==> src/rtl/data_writer.sv <==
// Fill stage for the dual-port BRAM: accepts a valid/ready word stream and writes
// up to N words to addresses 0..N-1, keeping a running sum of what was written.
module data_writer #(
  parameter int DWIDTH    = 32,
  parameter int CNT_WIDTH = 7,
  parameter int MEM_SIZE  = 100
) (
  input  logic                        clk,
  input  logic                        rst_n,
  input  logic                        start_i,
  input  logic [CNT_WIDTH-1:0]        cnt_val_i,
  input  logic [DWIDTH-1:0]           data_i,
  input  logic                        valid_i,
  output logic                        ready_o,
  output logic [CNT_WIDTH-1:0]        addr_o,
  output logic                        ce_o,
  output logic                        we_o,
  output logic [DWIDTH-1:0]           d_o,
  output logic                        idle_o,
  output logic                        run_o,
  output logic                        done_o,
  output logic [CNT_WIDTH-1:0]        wr_cnt_o,
  output logic [DWIDTH+CNT_WIDTH-1:0] sum_o,
  output logic [1:0]                  state_o
);

  // Stream handshake: a word moves on any cycle where valid_i and ready_o are
  // both high; ready_o is high for every RUN cycle and depends only on state.
  typedef enum logic [1:0] {
    S_IDLE = 2'd0,
    S_RUN  = 2'd1,
    S_DONE = 2'd2
  } state_t;

  localparam logic [CNT_WIDTH-1:0] MEM_SIZE_C = CNT_WIDTH'(MEM_SIZE);

  state_t                      state;
  state_t                      state_nx;
  logic [CNT_WIDTH-1:0]        n_q;
  logic [CNT_WIDTH-1:0]        wr_cnt;
  logic [DWIDTH+CNT_WIDTH-1:0] sum;
  logic [CNT_WIDTH-1:0]        n_clamp;
  logic                        start_ok;
  logic                        xfer;

  assign n_clamp  = (cnt_val_i > MEM_SIZE_C) ? MEM_SIZE_C : cnt_val_i;
  assign start_ok = (state == S_IDLE) && start_i;
  assign xfer     = (state == S_RUN) && valid_i;

  always_ff @(posedge clk or negedge rst_n) begin
    if (!rst_n) state <= S_IDLE;
    else        state <= state_nx;
  end

  always_comb begin
    state_nx = state;
    case (state)
      S_IDLE: if (start_i) state_nx = (n_clamp == '0) ? S_DONE : S_RUN;
      // wr_cnt never passes n_q - 1 because RUN is only entered with n_q >= 1
      S_RUN:  if (valid_i && (wr_cnt == n_q - 1'b1)) state_nx = S_DONE;
      S_DONE: state_nx = S_IDLE;
      default: state_nx = S_IDLE;
    endcase
  end

  always_ff @(posedge clk or negedge rst_n) begin
    if (!rst_n) begin
      n_q    <= '0;
      wr_cnt <= '0;
      sum    <= '0;
    end else if (start_ok) begin
      n_q    <= n_clamp;
      wr_cnt <= '0;
      sum    <= '0;
    end else if (xfer) begin
      wr_cnt <= wr_cnt + 1'b1;
      sum    <= sum + {{CNT_WIDTH{1'b0}}, data_i};
    end
  end

  assign idle_o   = (state == S_IDLE);
  assign run_o    = (state == S_RUN);
  assign done_o   = (state == S_DONE);
  assign ready_o  = (state == S_RUN);
  assign ce_o     = xfer;
  assign we_o     = xfer;
  assign addr_o   = wr_cnt;
  assign d_o      = data_i;
  assign wr_cnt_o = wr_cnt;
  assign sum_o    = sum;
  assign state_o  = state;

endmodule
==> config.mk <==
export PLATFORM = sky130hd
export DESIGN_NAME = data_writer
export DESIGN_NICKNAME = d
export VERILOG_FILES = /design/src/rtl/data_writer.sv
export SDC_FILE = /design/constraint.sdc
export NUM_CORES = 1
export LEC_CHECK = 0
export CELL_PAD_IN_SITES_DETAIL_PLACEMENT = 1
export CELL_PAD_IN_SITES_GLOBAL_PLACEMENT = 2
export CORE_MARGIN = 1.5
export CORE_UTILIZATION = 27
export CTS_BUF_LIST = sky130_fd_sc_hd__clkbuf_16
export DETAILED_ROUTE_END_ITERATION = 7
export MAX_ROUTING_LAYER = met4
export PLACE_DENSITY = 0.83
export RECOVER_POWER = 50
export SLEW_MARGIN = 20
export SYNTH_ARGS = -nofsm -noshare
export SYNTH_HDL_FRONTEND = slang
export SYNTH_SLANG_ARGS = --single-unit
==> constraint.sdc <==
create_clock -name clk -period 3 [get_ports clk]
set_clock_uncertainty 0.2 [all_clocks]
set_input_delay 0.3 -clock clk [delete_from_list [all_inputs] [get_ports clk]]
set_output_delay 0.3 -clock clk [all_outputs]
set_load 0.1 [all_outputs]
=== Yosys cells after proc, flatten, opt, wreduce, memory -nomap -nowiden ===
Cells that the tools add are included.

* Add/sub/neg operators: 3
* $mul: 0
* Div/mod/pow operators: 0
* Order comparisons: 1
* Equal/unequal tests: 5
* Shift operators: 0
* Multiplexer cells: 9
* Bitwise operators: 0
* Reduce and logical (&&, ||, !) cells: 7

{| class="wikitable"
|+ Operator list
! cell !! number
|-
| 39-bit 2-to-1 mux || 2
|-
| 39-bit by 32-bit adder with 39-bit output || 1
|-
| 7-bit 2-to-1 mux || 3
|-
| 7-bit by 1-bit adder with 7-bit output, second input constant || 1
|-
| 7-bit equality test || 1
|-
| 7-bit greater-than comparator, second input constant || 1
|-
| 7-bit zero test || 1
|-
| 7-bit by 1-bit subtractor with 7-bit output, second input constant || 1
|-
| 2-bit 2-to-1 mux || 3
|-
| 2-bit one-hot mux with 2 select lines || 1
|-
| 1-bit logical AND || 3
|-
| 2-bit by 1-bit equality test with 1-bit output, second input constant || 1
|-
| 2-bit equality test, second input constant || 1
|-
| 2-bit zero test || 1
|-
| 2-bit by 1-bit != test with 1-bit output, second input constant || 1
|-
| 2-bit != test, second input constant || 1
|-
| 2-bit AND reduction || 1
|-
| 2-bit nonzero test || 1
|}

* Bits in registers: 55
* Latch bits: 0
* Memory bits (writable): 0
* Bits in read-only memories: 0
* Bits of input ports: 43
* Output and inout port bits: 93
* Memories kept: 0

=== Longest topological paths before layout ===
* Depth in word-level cells: 6
* Depth in mapped cells: 11
* Mapped depth without buffers: 11

=== Worst setup path before layout ===
OpenSTA, ideal clock, no wires.

* Kind: flip-flop to flip-flop
* From: register state[0] (netlist: state_o[0])
* To: register wr_cnt[6] (netlist: addr_o[6])
* Arrival time: 4,409 ps
* Data required time: 2,722 ps
* Slack: -1,687 ps
* Stages on the path, launching flop included: 8
* Path buffers: 1
* Clock period less this slack: 4,687 ps
* Cells stage by stage: dfrtp_1 -> nor2b_1 -> nand2_1 -> inv_1 -> buf_2 -> nand4_1 -> or3_1 -> a21oi_1

* Cells in the longest elaborated chain, start to end: 3
* Elaborated cells between the ends (all ways): 6
* Those cells by class: eq/ne: 1; mux: 1; reduce/logical: 4

{| class="wikitable"
|+ RTL lines
! item !! RTL line !! text
|-
| start: declaration || 37 || <nowiki>state_t state;</nowiki>
|-
| start signal: assignment || 52 || <nowiki>else state <= state_nx;</nowiki>
|-
| 2-bit by 1-bit equality test with 1-bit output || -- ||
|-
| via ready_o || 14 || <nowiki>output logic ready_o,</nowiki>
|-
| 1-bit logical AND || 48 || <nowiki>assign xfer = (state == S_RUN) && valid_i;</nowiki>
|-
| via ce_o || 16 || <nowiki>output logic ce_o,</nowiki>
|-
| 2-bit nonzero test (no line) || -- ||
|-
| end signal: assignment || 76 || <nowiki>wr_cnt <= wr_cnt + 1'b1;</nowiki>
|-
| end: declaration || 40 || <nowiki>logic [CNT_WIDTH-1:0] wr_cnt;</nowiki>
|}

The timed path passes the listed nets, and every way through them passes these cells.
A chain may end at the register's enable or synchronous reset.

=== Worst setup path in the final report ===
* From: input data_i[4]
* To: register sum[31] (netlist: sum_o[31])

* Cells in the longest elaborated chain, start to end: 3

{| class="wikitable"
|+ RTL lines
! item !! RTL line !! text
|-
| start: declaration || 12 || <nowiki>input logic [DWIDTH-1:0] data_i,</nowiki>
|-
| 39-bit by 32-bit adder with 39-bit output || 77 || <nowiki>sum <= sum + {{CNT_WIDTH{1'b0}}, data_i};</nowiki>
|-
| 39-bit 2-to-1 mux || 75 || <nowiki>end else if (xfer) begin</nowiki>
|-
| 39-bit 2-to-1 mux || 71 || <nowiki>end else if (start_ok) begin</nowiki>
|-
| end signal: assignment || 77 ||
|-
| end: declaration || 41 || <nowiki>logic [DWIDTH+CNT_WIDTH-1:0] sum;</nowiki>
|}

No other way between the ends. The select of a mux whose other input is x is not followed.

==> results <==
==> cells by family (layout without fill, tap and decap cells) <==
family	count (synthesis)	in the layout
AOI/OAI and AO/OA	159	159
buffers and inverters	76	232
xor gates and xnor gates	44	44
adders and majority gates	35	35
and+or+nand+nor	187	187
muxes	5	5
DFF	55	55
==> per-stage QoR <==
stage	TNS [ns]	cell area [µm²]
detailed placement	-2.94	6090
floorplan	-0.00838	4590
global route	0	6170
finish	0	6170
global placement	-2.21	6090
CTS	0	6260
==> what timing repair did <==
action	4_1_cts	5_1_grt
hold buffers	1	0
setup buffers	0	10
hold endpoints to repair	35	0
pin swaps	0	11
resized for setup	1	14
setup endpoints to repair	1	11
==> Yosys cell counts (14+ instances only) <==
cell type and n:
buf_4 41, ha_1 34, inv_1 14, dfrtp_1 55
a21oi_1 44, nor2_1 37, o21ai_0 57, xor2_1 26
nand2_1 81, clkbuf_1 19, xnor2_1 18
==> layout make-up <==
class	instances	area share (%)
sequential	55	22.7
clock inverter	3	0.406
timing repair buffer	210	24.0
tap	220	4.46
inverter	14	0.852
clock buffer	5	2.03
multi-input combinational	430	45.5
==> path summary, 6_finish.rpt <==
path / depth (start not counted) / from / to / slack, ns
min reg2reg: 1 / state_o[1]$_DFFE_PN0P_ / state_o[1]$_DFFE_PN0P_ / 0.31
min in group asynchronous: 3 / rst_n / sum_o[19]$_DFFE_PN0P_ / 0.77
max in group asynchronous: 3 / rst_n / state_o[0]$_DFFE_PN0P_ / 0.72
min: 4 / data_i[0] / sum_o[0]$_DFFE_PN0P_ / 0.28
max: 12 / data_i[4] / sum_o[31]$_DFFE_PN0P_ / 0.09
max reg2reg: 12 / sum_o[0]$_DFFE_PN0P_ / sum_o[34]$_DFFE_PN0P_ / 0.12
==> registers in the layout, indices dropped and copies added, names as in the netlist <==
signal	flops
sum_o	39
addr_o	7
n_q	7
state_o	2
==> tightest hold or removal path, cell delays in order <==
cell and delay (ns):
dlymetal6s2s_1 0.14, ha_4 0.21, nand2_1 0.04, a21oi_1 0.06
==> per-layer routing <==
layer | routed length (µm) | vias up | global-route usage, %
met1 | 6710 | 2217 | 21.5
met5 | 0 | - | -
met4 | 196 | 0 | 4.33
met2 | 7730 | 102 | 31.8
met3 | 575 | 14 | 2.30
li1 | - | 2247 | -
==> qor.csv <==
stage;metric;value;unit
critical_path;required time worst endpoint;3.03;ns
floorplan;die span in y;133;µm
yosys;number of synthesized flops with an enable pin;0;
timing;Max Freq;0.344;GHz
global_route;first-pass GRT wire length;24600;µm
layout;register area;1400;µm²
placed_design;DPL Wire Length;11900;µm
yosys;Post-Synth Adder-Cell Area;9.81;%
timing;RSZ-0062 raised after global routing;no;
yosys;Post-Syn Area per Cell;8.09;µm²
yosys;share of the synthesized area in the top cell type;30.3;%
placed_design;DP Worst Slack;-0.278;ns
critical_path;Arr. time, crit path;2.94;ns
placed_design;Placer Congestion;0.822;
drt;DRT Wirelength;15200;µm
cts;CTS tree;yes;
critical_path;Crit path max-delay family;compound AO/OA/AOI/OAI gates;
yosys;xor and xnor area share after synthesis;8.49;%
critical_path;CP endpoint kind;flop;
layout;Core Util, Final;37.3;%
timing;Max-slew headroom;-0.875;%
drt;vias;4580;
cts;CTS root buffer;clkbuf_16;
yosys;post-synthesis mux area share;1.10;%
yosys;Post-Syn Area;4540;µm²
drt;Vias/cell;4.89;
placed_design;placed cells;918;
worst_hold_path;Hold Path Class;in -> reg;
drt;DR pass1 iterations;4;
floorplan;Starting Density;27.5;%
yosys;Synth Area in Simple Gates;19.2;%
global_route;Congestion Overflow GR;0;
critical_path;CP peak stage delay;0.54;ns
yosys;asr flop ratio synth;100;%
critical_path;Buf+Inv Stages, Crit Path;3;
layout;Layout area overhead;35.9;%
timing;clock period minus worst slack;2.91;ns
layout;post-route insts no fill;937;
timing;final worst setup slack;0.0924;ns
cts;clk sinks;55;
critical_path;crit path max fanout;3;
global_route;initial antenna violation count;0;
run_status;failing checks;max-capacitance violations, max-slew violations;
layout;share of layout cells above drive strength 1;21.5;%
layout;diode count;0;
critical_path;CP Launch Type;input port;
drt;post-route antenna net violation count;0;
cts;H-tree Lvls;2;
yosys;synth top area cells;dfrtp_1, ha_1, buf_4;
layout;commonest non-fill, non-tap cell in the layout;buf_4;
floorplan;Core Box Area;16500;µm²
layout;nets@finish;794;
timing;WHS;0.284;ns
global_route;vias in the first global route;4797;
run;Max Cap Viol;1;
timing;Pins Over Slew Limit;56;
cts;Clock Pin Slew Worst Setup and Hold Paths;0.08;ns
floorplan;Die Wd;133;µm
yosys;Synth area leader;dfrtp_1;
yosys;flops & latches, synth;55;
critical_path;WS Path Type;in -> reg;
yosys;post-synthesis compound-gate area fraction;21.4;%
yosys;Main synth FF type;dfrtp_1;
layout;most frequent cells in the layout;buf_4, nand2_1, clkbuf_1, o21ai_0, a21oi_1;
floorplan;die area;17600;µm²
layout;# fillers;2037;
floorplan;Ports;136;
drt;DR iter-0 viols;228;
yosys;syn nets;639;
timing;endpoints failing setup;0;
yosys;YS warnings;0;
timing;Final Hold Violating Endpoints;0;
global_route;Tot GR Track Use;17.9;%
timing;Tcrit/Tclk final;96.9;%
drt;Wirelength per Cell;16.2;µm
floorplan;row count;47;
timing;worst-margin pin slew;1.51;ns
placed_design;IO Port Bufs;135;
global_route;largest net degree at the start of global routing;56;
critical_path;slowest CP cell;clkdlybuf4s50_1;
yosys;post-synthesis cell count;561;
yosys;main combinational cell family by area after synthesis;compound AO/OA/AOI/OAI gates;
cts;total CTS buffers;5;
layout;area of the multi-input gates;2810;µm²
yosys;register area share after synthesis;30.3;%
yosys;Distinct cells, synth;52;
drt;# DRC;0;
cts;Clk Latency, worst-skew pair;0.31;ns
cts;number of buffers on the longest clock path;2;
run_status;status;complete, but fails checks;
critical_path;crit-path cells;clkdlybuf4s50_1 > ha_4 > a21o_1 > a31o_2 > o211ai_1 > buf_4 > a21oi_1 > a311oi_2 > buf_4 > nand3b_1 > nor2b_1 > o211ai_1;
Power of run 1 is left out: the tool's default activity adds up to more than one toggle a clock period on the data nets, which glitch-free logic cannot reach.
